===== config.mk =====
export PLATFORM = sky130hd
export DESIGN_NAME = tlb_flush_sequencer
export DESIGN_NICKNAME = d
export VERILOG_FILES = /design/src/rtl/tlb_flush_sequencer_pkg.sv /design/src/rtl/tlb_flush_sequencer.sv
export SDC_FILE = /design/constraint.sdc
export NUM_CORES = 1
export LEC_CHECK = 0
export ABC_CLOCK_PERIOD_IN_PS = 2100
export CORE_MARGIN = 3
export CORE_UTILIZATION = 52
export DETAILED_ROUTE_END_ITERATION = 16
export GPL_TIMING_DRIVEN = 0
export HOLD_SLACK_MARGIN = 0.06
export PLACE_DENSITY = 0.76
export RECOVER_POWER = 100
export SKIP_CTS_REPAIR_TIMING = 1
export SLEW_MARGIN = 10
export SYNTH_ARGS = -nofsm -noshare
export SYNTH_HDL_FRONTEND = slang
export SYNTH_SLANG_ARGS = --single-unit

===== constraint.sdc =====
create_clock -name clk -period 2.1 [get_ports clk]
set_input_delay 0.21 -clock clk [delete_from_list [all_inputs] [get_ports clk]]
set_output_delay 0.21 -clock clk [all_outputs]
set_load 0.005 [all_outputs]

===== src/rtl/tlb_flush_sequencer_pkg.sv =====
// Shared types for the TLB flush sequencer.
// State encoding used by the full-invalidate control FSM.
package cva5_types;

  typedef enum logic [2:0] {
    IDLE   = 3'd0,
    DRAIN  = 3'd1,
    CLEAR  = 3'd2,
    SETTLE = 3'd3,
    DONE   = 3'd4
  } tlb_flush_state_t;

endpackage


===== src/rtl/tlb_flush_sequencer.sv =====
// Sequences a full TLB invalidation: drain lookups, clear every entry, settle, pulse done.
// Requests arriving while busy coalesce into one extra full flush.
module tlb_flush_sequencer
  import cva5_types::*;
#(
  parameter int ENTRIES       = 16,
  parameter int SETTLE_CYCLES = 4
) (
  input  logic                       clk,
  input  logic                       rst,
  input  logic                       flush_req,
  input  logic                       lookup_inflight,
  output logic                       lookup_block,
  output logic                       clear_en,
  output logic [$clog2(ENTRIES)-1:0] clear_index,
  output logic                       busy,
  output logic                       flush_done
);

  localparam int IDX_W = $clog2(ENTRIES);
  localparam int CNT_W = $clog2(SETTLE_CYCLES + 1);
  localparam logic [IDX_W-1:0] LAST_IDX    = IDX_W'(ENTRIES - 1);
  localparam logic [CNT_W-1:0] SETTLE_LOAD = CNT_W'(SETTLE_CYCLES - 1);

  tlb_flush_state_t state_r, state_s;
  logic [IDX_W-1:0] index_r, index_s;
  logic [CNT_W-1:0] count_r, count_s;
  logic             pending_r, pending_s;

  // State, index, settle counter and pending-request registers
  always_ff @(posedge clk or negedge rst) begin
    if (!rst) begin
      state_r   <= IDLE;
      index_r   <= '0;
      count_r   <= '0;
      pending_r <= 1'b0;
    end else begin
      state_r   <= state_s;
      index_r   <= index_s;
      count_r   <= count_s;
      pending_r <= pending_s;
    end
  end

  // Next-state, index walk, settle countdown and request coalescing
  always_comb begin
    state_s   = state_r;
    index_s   = index_r;
    count_s   = count_r;
    pending_s = pending_r;
    case (state_r)
      IDLE: begin
        if (flush_req || pending_r) begin
          state_s   = DRAIN;
          pending_s = 1'b0;
        end else begin
          state_s   = IDLE;
        end
      end
      DRAIN: begin
        pending_s = pending_r | flush_req;
        if (!lookup_inflight) begin
          state_s = CLEAR;
          index_s = '0;
        end else begin
          state_s = DRAIN;
        end
      end
      CLEAR: begin
        pending_s = pending_r | flush_req;
        if (index_r == LAST_IDX) begin
          state_s = SETTLE;
          count_s = SETTLE_LOAD;
        end else begin
          index_s = index_r + {{(IDX_W-1){1'b0}}, 1'b1};
        end
      end
      SETTLE: begin
        pending_s = pending_r | flush_req;
        if (count_r == '0) begin
          state_s = DONE;
        end else begin
          count_s = count_r - {{(CNT_W-1){1'b0}}, 1'b1};
        end
      end
      DONE: begin
        // A request landing in DONE chains straight into the next drain
        if (flush_req || pending_r) begin
          state_s   = DRAIN;
          pending_s = 1'b0;
        end else begin
          state_s   = IDLE;
        end
      end
      default: begin
        state_s   = IDLE;
        index_s   = '0;
        count_s   = '0;
        pending_s = 1'b0;
      end
    endcase
  end

  // Outputs registered from the upcoming state so they never see inputs combinationally
  always_ff @(posedge clk or negedge rst) begin
    if (!rst) begin
      lookup_block <= 1'b0;
      busy         <= 1'b0;
      clear_en     <= 1'b0;
      clear_index  <= '0;
      flush_done   <= 1'b0;
    end else begin
      lookup_block <= (state_s != IDLE);
      busy         <= (state_s != IDLE);
      clear_en     <= (state_s == CLEAR);
      clear_index  <= (state_s == CLEAR) ? index_s : '0;
      flush_done   <= (state_s == DONE);
    end
  end

endmodule


Word level (Yosys, flattened, before mapping)
Index checks and enable logic that the tools add are counted.
Widths: inputs -> output; s select.
Word-level totals
  bits in registers: 18
Cells by class
  equal/unequal tests: 10
  mux-type cells: 14
  reductions and logical operators: 9
  add/sub/neg operators: 2
  bitwise operators: 2
Operator list (number)
  $mux 3: 4
  $mux 4: 3
  $pmux 3 s4: 1
  $pmux 4 s3: 1
  $eq 3x2->1 const B: 3
  $pmux 3 s3: 1
  $reduce_or 3->1: 3
  $eq 3x3->1 const B: 2
  $logic_not 3->1: 2
  $add 4x1->4 const B: 1
  $eq 4x4->1 const B: 1
  $ne 2x2->1 const B: 2
  $eq 3x1->1 const B: 1
  $reduce_and 3->1: 1
  $reduce_bool 3->1: 1
  $sub 3x1->3 const B: 1
  $mux 1: 2
  $mux 2: 1
  $ne 2x1->1 const B: 1
  $pmux 1 s2: 1
  $reduce_or 2->1: 1
  $logic_or 1x1->1: 1
  $not 1->1: 1
  $or 1x1->1: 1

Longest topological paths before layout
  depth in word-level cells: 5
  depth in mapped cells: 5
  gate-level depth less buffers: 5

Worst setup path before layout
No wires, ideal clock.
  path type: reg2reg
  from: register index_r[0]
  to: register count_r[0]
  path buffers: 0
  arrival time: 1327 ps
  library setup time: 128 ps
  setup slack: 646 ps
  cell stages (with the launch flop): 5
  required time: 1972 ps
  cells stage by stage: dfrtp_1 > ha_1 > nand3_2 > o221ai_2 > mux2_1
On the way
  longest elaborated chain between the ends: 3
Ends and longest elaborated chain
  start, declared: line tlb_flush_sequencer.sv:26  | logic [IDX_W-1:0] index_r, index_s;
  start signal, assigned: line tlb_flush_sequencer.sv:39  | index_r <= index_s;
  $eq 4x4->1: line tlb_flush_sequencer.sv:71  | if (index_r == LAST_IDX) begin
  $ne 2x2->1 (no line)
  $reduce_and 3->1 (no line)
  end signal, assigned: line tlb_flush_sequencer.sv:40  | count_r <= count_s;
  end, declared: line tlb_flush_sequencer.sv:27  | logic [CNT_W-1:0] count_r, count_s;
Every way passes these cells.
A chain may end at the register's enable or synchronous reset.

Final worst setup path
  from: register index_r[0]
  to: register count_r[1]
Same word-level chain as after synthesis.

==> impl_metrics.env <==
export IMPL_run_status="completed"
export IMPL_grt_first_pass_wirelength_um=2663
export IMPL_cp_data_required_time_ns=2.27
export IMPL_cp_max_fo=7
export IMPL_synth_largest_area_cell="dfrtp_1"
export IMPL_cp_startpoint="index_r[0]"
export IMPL_synth_cells_most_frequent="dfrtp_1 (18), inv_1 (9), a21oi_1 (6)"
export IMPL_grt_start_max_net_pins=19
export IMPL_timing_critical_path_cells="ha_1, nand3_1, o221ai_2, mux2_1"
export IMPL_first_global_vias=637
export IMPL_period_minus_slack_ns=1.693
export IMPL_tns_ns=0
export IMPL_met1_length_um=786
export IMPL_library_cell_with_the_highest_instance_count_after_synthesis="dfrtp_1"
export IMPL_drt_antenna_violating_nets=0
export IMPL_relSlewSlack_pct=49.67
export IMPL_r2r_start="index_r[0]"
export IMPL_worst_slew_pin_transition_ns=0.7525
export IMPL_leakage_nw=0.4888
export IMPL_antenna_found_initial=0
export IMPL_die_w_um=47.94
export IMPL_r2r_slack_ns=0.41
export IMPL_worst_path_max_delay_cell="dfrtp_1"
export IMPL_synth_edf_count=0
export IMPL_ff2ff_path_depth=4
export IMPL_row_count=14
export IMPL_timing_max_cap_violations=0
export IMPL_cp_peak_stage_delay_ns=0.42
export IMPL_final_max_slew_viol_count=0
export IMPL_critPathTopFamily="flip-flops"
export IMPL_clkSinkCount=18
export IMPL_timing_critical_path_to_type="register"
export IMPL_timing_hold_violations_final=0
export IMPL_clock_skew_final_ns=0.001776
export IMPL_irDropWorstVdd_mv=0.7692
export IMPL_mappedNetlistNets=93
export IMPL_routedWlPerCell_um=13.33
export IMPL_drt_initial_drc_count=15
export IMPL_cts_tree="built"
export IMPL_wl_met2_um=691
export IMPL_synthTopCellsByArea="dfrtp_1 (49%), ha_1 (4.1%), inv_1 (3.7%)"
export IMPL_crit_cells=4
export IMPL_grt_total_usage_pct=16.85
export IMPL_count_of_buffer_and_inverter_cells_on_the_critical_path=0
export IMPL_nNetsFinal=109
export IMPL_clock_pin_slew_worst_setup_and_hold_paths_ns=0.09
export IMPL_postSynth_asyncResetShare_pct=100.0
export IMPL_synthesized_area_um2=914.6
export IMPL_finalWeightedCongestion=0.8276
export IMPL_yosysWarnings=0
export IMPL_maxUsedRoutingLayer="met4"
export IMPL_hold_path_class="input port to asynchronous set/reset pin"
export IMPL_crit_path_launch_type="register"
export IMPL_clock_root_buffer="clkbuf_4"
export IMPL_n_antenna_cell=0
export IMPL_power_density_cell_area_nw_per_um2=1306
export IMPL_boundaryPins=12
export IMPL_drc=0
export IMPL_htree_num_levels=1
export IMPL_detailed_place_hpwl_um=1178
export IMPL_grt_overflow_total=0
export IMPL_post_drt_via_cell_ratio=5.681
export IMPL_postSynthCellCount=86
export IMPL_area_growth_synth_to_final_pct=16.01
export IMPL_placed_area_um2=1045
export IMPL_worst_skew_pair_latency_ns=0.28
export IMPL_synth_top_flop_cell="dfrtp_1"
export IMPL_drtPass1Iterations=4
export IMPL_worst_r2r_endpoint="count_r[1]"
export IMPL_postLayoutCellArea_um2=1061
export IMPL_max_freq_mhz=590.7
export IMPL_synth_seq_area_share_pct=49.25
export IMPL_setup_worst_path_end="count_r[1]"
export IMPL_routed_wl_met3_um=55
export IMPL_yosysUniqueCellTypes=36
export IMPL_synth_largest_type_area_fraction_pct=49.25
export IMPL_final_period_utilization_pct=80.62
export IMPL_initial_utilization_pct=58.02
export IMPL_drt_total_wl_um=1546
export IMPL_setup_viol=0
export IMPL_place_port_buffers=11
export IMPL_die_area_um2=2298
export IMPL_yosys_register_bits=18
export IMPL_total_number_of_vias=659
export IMPL_die_boundary_height_um=47.94
export IMPL_timing_setup_critical_path_class="register to register"
export IMPL_worst_ep_arrival_time_ns=1.87
export IMPL_clockBufferDepth=2
export IMPL_synth_area_per_cell_um2=10.64
export IMPL_cts_buffers=3
export IMPL_drive_gt1_share_pct=11.00
export IMPL_core_um2=1577
export IMPL_rsz0062_at_grt="false"
[report_power, final]
part | total, mW | leakage (nW) | internal [mW] | switching (mW)
Sequential | 0.548 | 0.233 | 0.465 | 0.0831
Clock | 0.162 | 0.0138 | 0.0665 | 0.0951
Combinational | 0.676 | 0.242 | 0.330 | 0.346
[layout make-up]
class	instances	area, um2
inverter	9	33.78
timing repair buffer	11	110.1
fill	131	515.5
sequential	18	450.4
tap	16	20.02
multi-input combinational	55	402.9
clock buffer	3	22.52
buffer	4	21.27
[state kept, by name, summed over array words and instances, names as in the netlist]
signal and cells:
clear_en 1, count_r 3, index_r 4, flush_done 1
clear_index 4, busy 1, pending_r 1, state_r 3
[layout by cell type (no fill, tap or decap), drive strengths merged, types with 2 or more instances in the layout]
master and n:
nand2b 3, a21boi 2, nor3b 4, ha 3, clkdlybuf4s50 2, nor2b 2, a21oi 6, inv 9
nand3 4, nor2 2, clkbuf 4, nand2 3, dfrtp 18, o21ai 6, nor3 2, buf 3
dlygate4sd3 9, mux2 3
[cell families after synthesis]
family	after synthesis	share of synthesized area, %
xor+xnor	1	0.9578
fa+ha+maj	3	4.104
simple gates	23	16.42
compound gates	25	19.43
buf+inv	13	6.156
flops	18	49.25
mux	3	3.693
[routing by layer]
| metal | GRT usage, % | up-vias |
|---|---|---|
| li1 | - | 337 |
| met5 | 0 | - |
| met2 | 26.91 | 19 |
| met3 | 3.383 | 2 |
| met4 | 8.065 | 0 |
| met1 | 21.68 | 301 |
[metrics by stage]
step	std cells	power, mW	setup WS [ns]	utilization, %	hold WS (ns)
after CTS	116	1.431	0.4804	67.70	0.3827
after floorplan	86	1.045	0.6456	-	-0.08559
after global routing	116	1.521	0.2508	67.30	0.4827
final	116	1.386	0.4070	67.30	0.4300
after global placement	113	1.238	0.5143	66.27	0.4698
after detailed placement	113	1.263	0.4836	66.27	0.4816
[worst min path at each step]
stage               startpoint          to  slack, ns  cells after the start
finish                     rst  flush_done       0.43                      1
global route               rst  flush_done       0.48                      1
detailed placement  count_r[1]  count_r[1]       0.48                      1
floorplan                  rst        busy      -0.09                      0
CTS                        rst  flush_done       0.38                      1
global placement    count_r[1]  count_r[1]       0.47                      1
Power figures use the tool's default switching activity.
